==> src/rtl/action_table_ctrl.sv <==
// Action table port sequencer: zeroing sweep after reset / clear, lookup-priority
// arbitration with a starvation guard for config writes, and a 2-stage lookup
// pipeline that decodes the BRAM word into registered action results.
module action_table_ctrl #(
   parameter int DEPTH        = 1024,
   parameter int AW           = 10,
   parameter int STARVE_LIMIT = 8
) (
   input  logic          clk,
   input  logic          rst_n,
   input  logic          lk_valid,
   input  logic [AW-1:0] lk_flow_id,
   output logic          lk_ready,
   input  logic          wr_valid,
   input  logic [AW-1:0] wr_addr,
   input  logic [31:0]   wr_data,
   output logic          wr_ready,
   output logic          wr_done,
   input  logic          clear_req,
   output logic          busy,
   output logic          act_valid,
   output logic          act_hit,
   output logic          act_drop,
   output logic          act_forward,
   output logic          act_modify,
   output logic          act_trap,
   output logic          act_count,
   output logic [3:0]    act_out_port,
   output logic [AW-1:0] act_flow_id,
   output logic          mem_en,
   output logic          mem_we,
   output logic [AW-1:0] mem_addr,
   output logic [19:0]   mem_wdata,
   input  logic [19:0]   mem_rdata
);

   typedef enum logic [1:0] {S_INIT, S_RUN, S_CLEAR} state_t;
   localparam int SCW = $clog2(STARVE_LIMIT + 1);

   state_t          state, state_nxt;
   logic [AW-1:0]   ptr;
   logic            sweep_last;
   logic [SCW-1:0]  starve_cnt;
   logic            forced, lk_gnt, wr_gnt;
   logic [1:0]      vld_pipe;
   logic [AW-1:0]   fid_s1;
   logic            hit_s1;
   logic [19:0]     wr_word;
   logic            unused_wr_bits;

   assign sweep_last     = (ptr == AW'(DEPTH - 1));
   assign unused_wr_bits = ^wr_data[31:9];
   assign wr_word        = {wr_data[0], wr_data[1], wr_data[2], wr_data[6:3],
                            wr_data[7], wr_data[8], 1'b1, 10'(wr_addr)};

   // State register and sweep pointer; pointer parks at 0 outside a sweep
   always_ff @(posedge clk or negedge rst_n) begin
      if (!rst_n) begin
         state <= S_INIT;
         ptr   <= '0;
      end else begin
         state <= state_nxt;
         if (state != S_RUN && !sweep_last) ptr <= ptr + 1'b1;
         else                               ptr <= '0;
      end
   end

   // Next state, handshakes and the memory port mux (one grant per cycle)
   always_comb begin
      state_nxt = state;
      busy      = 1'b1;
      forced    = 1'b0;
      lk_ready  = 1'b0;
      wr_ready  = 1'b0;
      mem_en    = 1'b0;
      mem_we    = 1'b0;
      mem_addr  = '0;
      mem_wdata = '0;
      case (state)
         S_INIT, S_CLEAR: begin
            if (sweep_last) state_nxt = S_RUN;
            // held in reset the port stays quiet even though state reads INIT
            mem_en   = rst_n;
            mem_we   = rst_n;
            mem_addr = ptr;
         end
         S_RUN: begin
            busy     = 1'b0;
            forced   = wr_valid && (starve_cnt == SCW'(STARVE_LIMIT));
            lk_ready = !forced;
            wr_ready = !lk_valid || forced;
            if (clear_req) state_nxt = S_CLEAR;
         end
         default: state_nxt = S_INIT;
      endcase
      lk_gnt = lk_valid && lk_ready;
      wr_gnt = wr_valid && wr_ready && !lk_gnt;
      if (lk_gnt) begin
         mem_en   = 1'b1;
         mem_addr = lk_flow_id;
      end else if (wr_gnt) begin
         mem_en    = 1'b1;
         mem_we    = 1'b1;
         mem_addr  = wr_addr;
         mem_wdata = wr_word;
      end
   end

   // Count lookup grants that overtook a waiting write
   always_ff @(posedge clk or negedge rst_n) begin
      if (!rst_n)                   starve_cnt <= '0;
      else if (wr_gnt || !wr_valid) starve_cnt <= '0;
      else if (lk_gnt)              starve_cnt <= starve_cnt + 1'b1;
   end

   // Write completion strobe, one cycle after the grant
   always_ff @(posedge clk or negedge rst_n) begin
      if (!rst_n) wr_done <= 1'b0;
      else        wr_done <= wr_gnt;
   end

   // Lookup valid shift and flow_id tag riding alongside the BRAM read
   always_ff @(posedge clk or negedge rst_n) begin
      if (!rst_n) begin
         vld_pipe <= '0;
         fid_s1   <= '0;
      end else begin
         vld_pipe <= {vld_pipe[0], lk_gnt};
         if (lk_gnt) fid_s1 <= lk_flow_id;
      end
   end

   assign hit_s1    = vld_pipe[0] && mem_rdata[10] && (mem_rdata[9:0] == 10'(fid_s1));
   assign act_valid = vld_pipe[1];

   // Registered decode; fields are zero on a miss or when no result is due
   always_ff @(posedge clk or negedge rst_n) begin
      if (!rst_n) begin
         act_hit      <= 1'b0;
         act_drop     <= 1'b0;
         act_forward  <= 1'b0;
         act_modify   <= 1'b0;
         act_out_port <= '0;
         act_trap     <= 1'b0;
         act_count    <= 1'b0;
         act_flow_id  <= '0;
      end else begin
         act_hit      <= hit_s1;
         act_drop     <= hit_s1 & mem_rdata[19];
         act_forward  <= hit_s1 & mem_rdata[18];
         act_modify   <= hit_s1 & mem_rdata[17];
         act_out_port <= hit_s1 ? mem_rdata[16:13] : 4'd0;
         act_trap     <= hit_s1 & mem_rdata[12];
         act_count    <= hit_s1 & mem_rdata[11];
         act_flow_id  <= vld_pipe[0] ? fid_s1 : '0;
      end
   end

endmodule
==> config.mk <==
export PLATFORM = sky130hd
export DESIGN_NAME = action_table_ctrl
export DESIGN_NICKNAME = d
export VERILOG_FILES = /design/src/rtl/action_table_ctrl.sv
export SDC_FILE = /design/constraint.sdc
export NUM_CORES = 1
export LEC_CHECK = 0
export ABC_AREA = 1
export CORE_MARGIN = 4
export CORE_UTILIZATION = 44
export CTS_BUF_LIST = sky130_fd_sc_hd__clkbuf_8
export DETAILED_ROUTE_END_ITERATION = 16
export GPL_TIMING_DRIVEN = 0
export HOLD_SLACK_MARGIN = 0.02
export PLACE_DENSITY = 0.95
export SLEW_MARGIN = 20
export SYNTH_ARGS = -nofsm -noshare
export SYNTH_HDL_FRONTEND = slang
export SYNTH_SLANG_ARGS = --single-unit
==> constraint.sdc <==
create_clock -name clk -period 4.13 [get_ports clk]
set_input_delay 0.826 -clock clk [delete_from_list [all_inputs] [get_ports clk]]
set_output_delay 0.826 -clock clk [all_outputs]
set_load 0.05 [all_outputs]
Word-level counts from Yosys, hierarchy flattened. Cells that the tools add are included.

$add $sub $neg: 2. Multiply operators: 0. Divide/modulo/power cells: 0. Magnitude comparators: 0. Eq/ne operators: 8. Shifts and indexed selects: 0. Muxes and demuxes: 20. Bitwise logic cells: 5. Reduce and logical (&&, ||, !) cells: 18.

Operators by type and width (count): 2-to-1 mux 10 bit (5); 2-to-1 mux 20 bit (2); 2-to-1 mux 4 bit (3); adder 10 x 1 -> 10 bit, second input constant (1); == test 10 bit (1); == test 10 bit, second input constant (1); logical AND 1 bit (7); 2-to-1 mux 1 bit (7); bitwise AND 1 bit (5); zero test 1 bit (5); adder 4 x 1 -> 4 bit, second input constant (1); == test 4 bit, second input constant (1); 2-to-1 mux 2 bit (2); != test 2 bit, second input constant (2); one-hot mux 2 bit (2 select lines) (1); == test 2 x 1 -> 1 bit, second input constant (1); == test 2 bit, second input constant (1); zero test 2 bit (1); logical OR 1 bit (2); != test 2 x 1 -> 1 bit, second input constant (1); AND reduction 2 bit (1); nonzero test 2 bit (1); OR reduction 2 bit (1).

Register bits: 49. Latch bits: 0. RAM bits: 0. ROM bits: 0. Output and inout port bits: 57. Logic and storage cells: 67. Memories kept: 0.

Longest topological paths before layout.
Depth in word-level cells: 9. Mapped depth: 8. Depth with buffers taken out: 8.

Worst setup path after synthesis. Ideal clock, no wire load.

Path type: input-to-output. Start: input port wr_valid. End: output port mem_wdata[11]. Arrival time: 2.099 ns. Data required time: 3.304 ns. Slack: 1.205 ns. Stages: 7. Path buffers: 1. Cells stage by stage: buf_4 > nand4_4 > nand2_4 > nand2_4 > nor2_4 > inv_2 > nor2_1.

Word-level cells in the longest chain between the ends: 8. Elaborated cells on any way between the ends: 11. Classes of those cells: mux: 4; reduce/logical: 7.

RTL lines: start, declared (line 14) `input logic wr_valid,`; logical AND 1 bit (line 89) `forced = wr_valid && (starve_cnt == SCW'(STARVE_LIMIT));`; zero test 1 bit (line 90) `lk_ready = !forced;`; 2-to-1 mux 1 bit (line 79) `case (state)`; logical AND 1 bit (line 96) `lk_gnt = lk_valid && lk_ready;`; zero test 1 bit (line 97) `wr_gnt = wr_valid && wr_ready && !lk_gnt;`; logical AND 1 bit * (line 97); net wr_gnt (line 44) `logic forced, lk_gnt, wr_gnt;`; 2-to-1 mux 20 bit * (line 101) `end else if (wr_gnt) begin`; 2-to-1 mux 20 bit * (line 98) `if (lk_gnt) begin`; end, declared (line 33) `output logic [19:0] mem_wdata,`.

The timed path passes the listed nets; every way through them passes the cells marked *.

Worst setup path after layout.
Start: input port lk_valid. End: output port mem_addr[2].

Word-level cells in the longest chain between the ends: 7. Elaborated cells on any way between the ends: 9. Classes of those cells: mux: 3; reduce/logical: 6.

RTL lines: start, declared (line 11) `input logic lk_valid,`; zero test 1 bit (line 91) `wr_ready = !lk_valid || forced;`; logical OR 1 bit (line 91); 2-to-1 mux 1 bit (line 79); logical AND 1 bit (2 in series) (line 97); 2-to-1 mux 10 bit (line 101); 2-to-1 mux 10 bit * (line 98); end, declared (line 32) `output logic [AW-1:0] mem_addr,`.

Mark *: on every way between the ends. The rest lies on a longest branch, timed or not.

==> results by group <==
Outcome
  – Run status: finished clean

Clock tree
  – CTS tree: done
  – Htree depth: 2
  – CTS hold repair buffers: 0
  – Clk pin slew, worst setup/hold paths: 0.09 ns
  – # Post-CTS Setup Buffers: 0
  – Clk sinks: 49
  – # resized after CTS: 0
  – TritonCTS Buffers: 5
  – Clock Latency Late Sink: 0.31 ns
  – Clock Path Buffers: 2
  – Clk root buf: clkbuf_8

STA
  – Final setup violation count: 0
  – RSZ-0062 raised after global routing: no
  – Post-layout min period: 3.56 ns
  – Final Max Tran Viols: 0
  – Worst-Margin Slew: 0.518 ns
  – Worst Hold Slack: 0.405 ns
  – Skew final: 0.00616 ns
  – Slew headroom: 65.3%
  – Final hold viol count: 0
  – Crit share post-route: 86.1%
  – FMAX: 281 MHz

Worst setup path
  – Crit-path slowest cell: clkdlybuf4s50_1
  – Max stage delay on crit path: 0.82 ns
  – Cell family with the largest share of critical-path delay: buffers and inverters
  – Cell repeated most along the worst path: clkdlybuf4s50_1
  – CP Buf/Inv Count: 3
  – Crit-path cells: clkdlybuf4s50_1, nand2_4, nor2_8, buf_6, nand2_1, nand3_1, clkdlybuf4s50_1
  – Worst Path Max Fanout: 10
  – Critical path class: primary input to output port
  – Worst EP arrival: 2.73 ns
  – Worst setup SP type: primary input
  – Worst setup EP type: output port
  – WP data required: 3.30 ns

Synth
  – Synth Instances: 341
  – Post-synthesis mux area share: 0%
  – Synth cell types: 29
  – Sequential share of the synthesized area: 47.7%
  – Compound-gate portion of the synthesized area: 2.97%
  – Post-Synth Adder-Cell Area: 1.46%
  – Synth warn: 0
  – Post-Synth XOR/XNOR Area: 1.02%
  – Post-Syn Area: 2570 um2
  – Avg Cell Area, Syn: 7.54 um2
  – Main combinational cell family by area after synthesis: simple AND/OR/NAND/NOR gates
  – Simple-gate share of the synthesized area: 32.1%
  – Syn nets: 421
  – Register bit total from synthesis: 49

Cells and area
  – Area occupied by multi-input gates: 965 um2
  – Final nets: 538
  – Synth-to-layout area growth: 50.1%
  – Diodes inserted: 0
  – Sequential Area: 1230 um2
  – Final core utilization: 69.2%
  – # fillers: 433
  – Share of layout cells above drive strength 1: 6.32%

Die
  – Row cnt: 27
  – Initial core utilization: 46.1%
  – I/O Pins: 134
  – Die width: 84.4 um
  – Core area: 5570 um2
  – Die H: 84.4 um
  – Full die area: 7130 um2

Global routing
  – GRT Total Usage: 19.8%
  – Remaining global-route overflow: 0
  – Global-route wire length before repair: 11.3 mm
  – Pin count of the biggest net entering global routing: 32
  – Vias in the first global route: 2493
  – Initial antenna violation count: 0

Routing
  – Top sig layer: met4
  – Post-route ant nets: 0
  – WL final: 6.82 mm
  – DRC Markers: 0
  – Post-Route M1 WL: 2.57 mm
  – Length of routed met2 wiring: 3.52 mm
  – First drt pass iteration count: 4
  – WL per Instance: 12.8 um
  – Vias/cell: 4.75
  – Drt initial violations: 125
  – Via count: 2522
  – Met3 wire len: 628 um

Power and ir drop
  – Leakage: 2.14 nW
  – Pwr Total: 0.000873 W
  – PwrDens: 226 nW/um2
  – Sw Pwr: 0.000210 W
  – Switching portion of total power: 24.1%
  – Comb pwr share: 11.8%
  – Clk pwr share: 32.0%
  – Reg power frac: 56.2%
  – Peak supply drop: 0.265 mV
  – Internal: 0.000662 W

Run
  – Total of max-cap violations: 0

Min path
  – Min-Delay Path Class: flop to flop

Place
  – Gpl congestion: 0.901
  – DP Wirelength: 5.62 mm
  – Port bufs: 109
-- Yosys cell counts --
master / number / area share (%)
xnor2_1: 1 / 0.34
buf_4: 3 / 0.88
nand3_2: 1 / 0.39
clkbuf_1: 2 / 0.29
nand2_4: 2 / 0.88
buf_2: 1 / 0.19
o22ai_1: 1 / 0.24
inv_1: 81 / 12
nor3_1: 3 / 0.58
buf_6: 2 / 0.88
nor3_2: 1 / 0.39
nand2_2: 1 / 0.24
inv_4: 1 / 0.24
xor2_1: 2 / 0.68
nor2_4: 1 / 0.44
dfrtp_1: 49 / 48
o21ai_1: 3 / 0.58
o21ai_0: 8 / 1.6
nor2_1: 37 / 5.4
inv_2: 2 / 0.29
nand2_1: 91 / 13
nand3_1: 24 / 4.7
nor2_2: 1 / 0.24
ha_1: 3 / 1.5
nand4_4: 1 / 0.83
nand4_1: 13 / 3.2
nor2_8: 2 / 1.6
buf_1: 1 / 0.15
a21oi_1: 3 / 0.58
-- stage by stage --
step	setup slack, ns	cell area (um2)	TNS [ns]	instances
after CTS	0.569	3860	0	531
after global routing	0.491	3860	0	531
after global placement	-0.681	3750	-1.36	522
final	0.574	3860	0	531
after detailed placement	0.581	3770	0	523
after floorplan	1.21	2570	0	341
-- state kept, by name, indices dropped and copies added (netlist names), 2 cells and up --
register      count
ptr              10
fid_s1           10
act_flow_id      10
act_out_port      4
state             2
starve_cnt        4
vld_pipe          2
-- layout by cell type, fill, tap and decap left out --
cell type | netlist | final
buf_6 | 2 | 2
a21oi_1 | 3 | 3
clkinvlp_4 | 0 | 3
clkbuf_1 | 2 | 2
inv_4 | 1 | 1
nand2_2 | 1 | 1
buf_2 | 1 | 2
inv_1 | 81 | 81
xnor2_1 | 1 | 1
nand3_1 | 24 | 24
nand2_4 | 2 | 2
nor2_8 | 2 | 2
dfrtp_1 | 49 | 49
nor2_4 | 1 | 1
nor2_2 | 1 | 1
o21ai_1 | 3 | 3
buf_4 | 3 | 3
nand4_1 | 13 | 13
nor3_2 | 1 | 1
o22ai_1 | 1 | 1
buf_1 | 1 | 1
nand2_1 | 91 | 91
nor3_1 | 3 | 3
ha_1 | 3 | 3
buf_12 | 0 | 1
nand4_4 | 1 | 1
nor2_1 | 37 | 37
nand3_2 | 1 | 1
clkdlybuf4s50_1 | 0 | 108
clkbuf_8 | 0 | 5
o21ai_0 | 8 | 8
xor2_1 | 2 | 2
inv_2 | 2 | 2
-- cell type report --
cell class              instances  area share, %
clock buffers                   5           1.78
inverters                      84           8.24
plain buffers                   9           1.59
multi-input cells             199           25.0
clock inverters                 3          0.584
flip-flops and latches         49           31.8
well taps                      72           2.34
repair buffers                110           28.7
-- per-layer routing --
layer	track usage, %	up-vias
met4	5.61	0
met1	22.9	1143
met2	35.4	112
met3	6.08	10
met5	0	-
li1	-	1257
-- power groups by stage --
stage	combinational (W)	sequential (W)	clock, W
6_report	0.000103	0.000490	0.000280
5_1_grt	0.000114	0.000491	0.000315
4_1_cts	0.000104	0.000490	0.000291
3_5_place_dp	0.000103	0.000500	0
3_3_place_gp	0.0000992	0.000499	0
2_1_floorplan	0.0000326	0.000499	0
-- cell families (layout without fill, tap and decap cells) --
group           after synthesis  in the layout
buf+inv                      93            211
simple gates                178            178
fa+ha+maj                     3              3
compound gates               15             15
xor+xnor                      3              3
flops                        49             49
-- path summary, 6_finish.rpt --
path | startpoint | slack, ns | depth (start not counted) | end
max | lk_valid | 0.57 | 7 | mem_addr[2]
min | vld_pipe[0] | 0.41 | 0 | vld_pipe[1]
max reg2reg | ptr[0] | 2.58 | 6 | ptr[7]
min reg2reg | vld_pipe[0] | 0.41 | 0 | vld_pipe[1]
max in group asynchronous | rst_n | 3.18 | 2 | ptr[7]
min in group asynchronous | rst_n | 0.45 | 1 | act_flow_id[5]
Power figures use the tool's default switching activity.
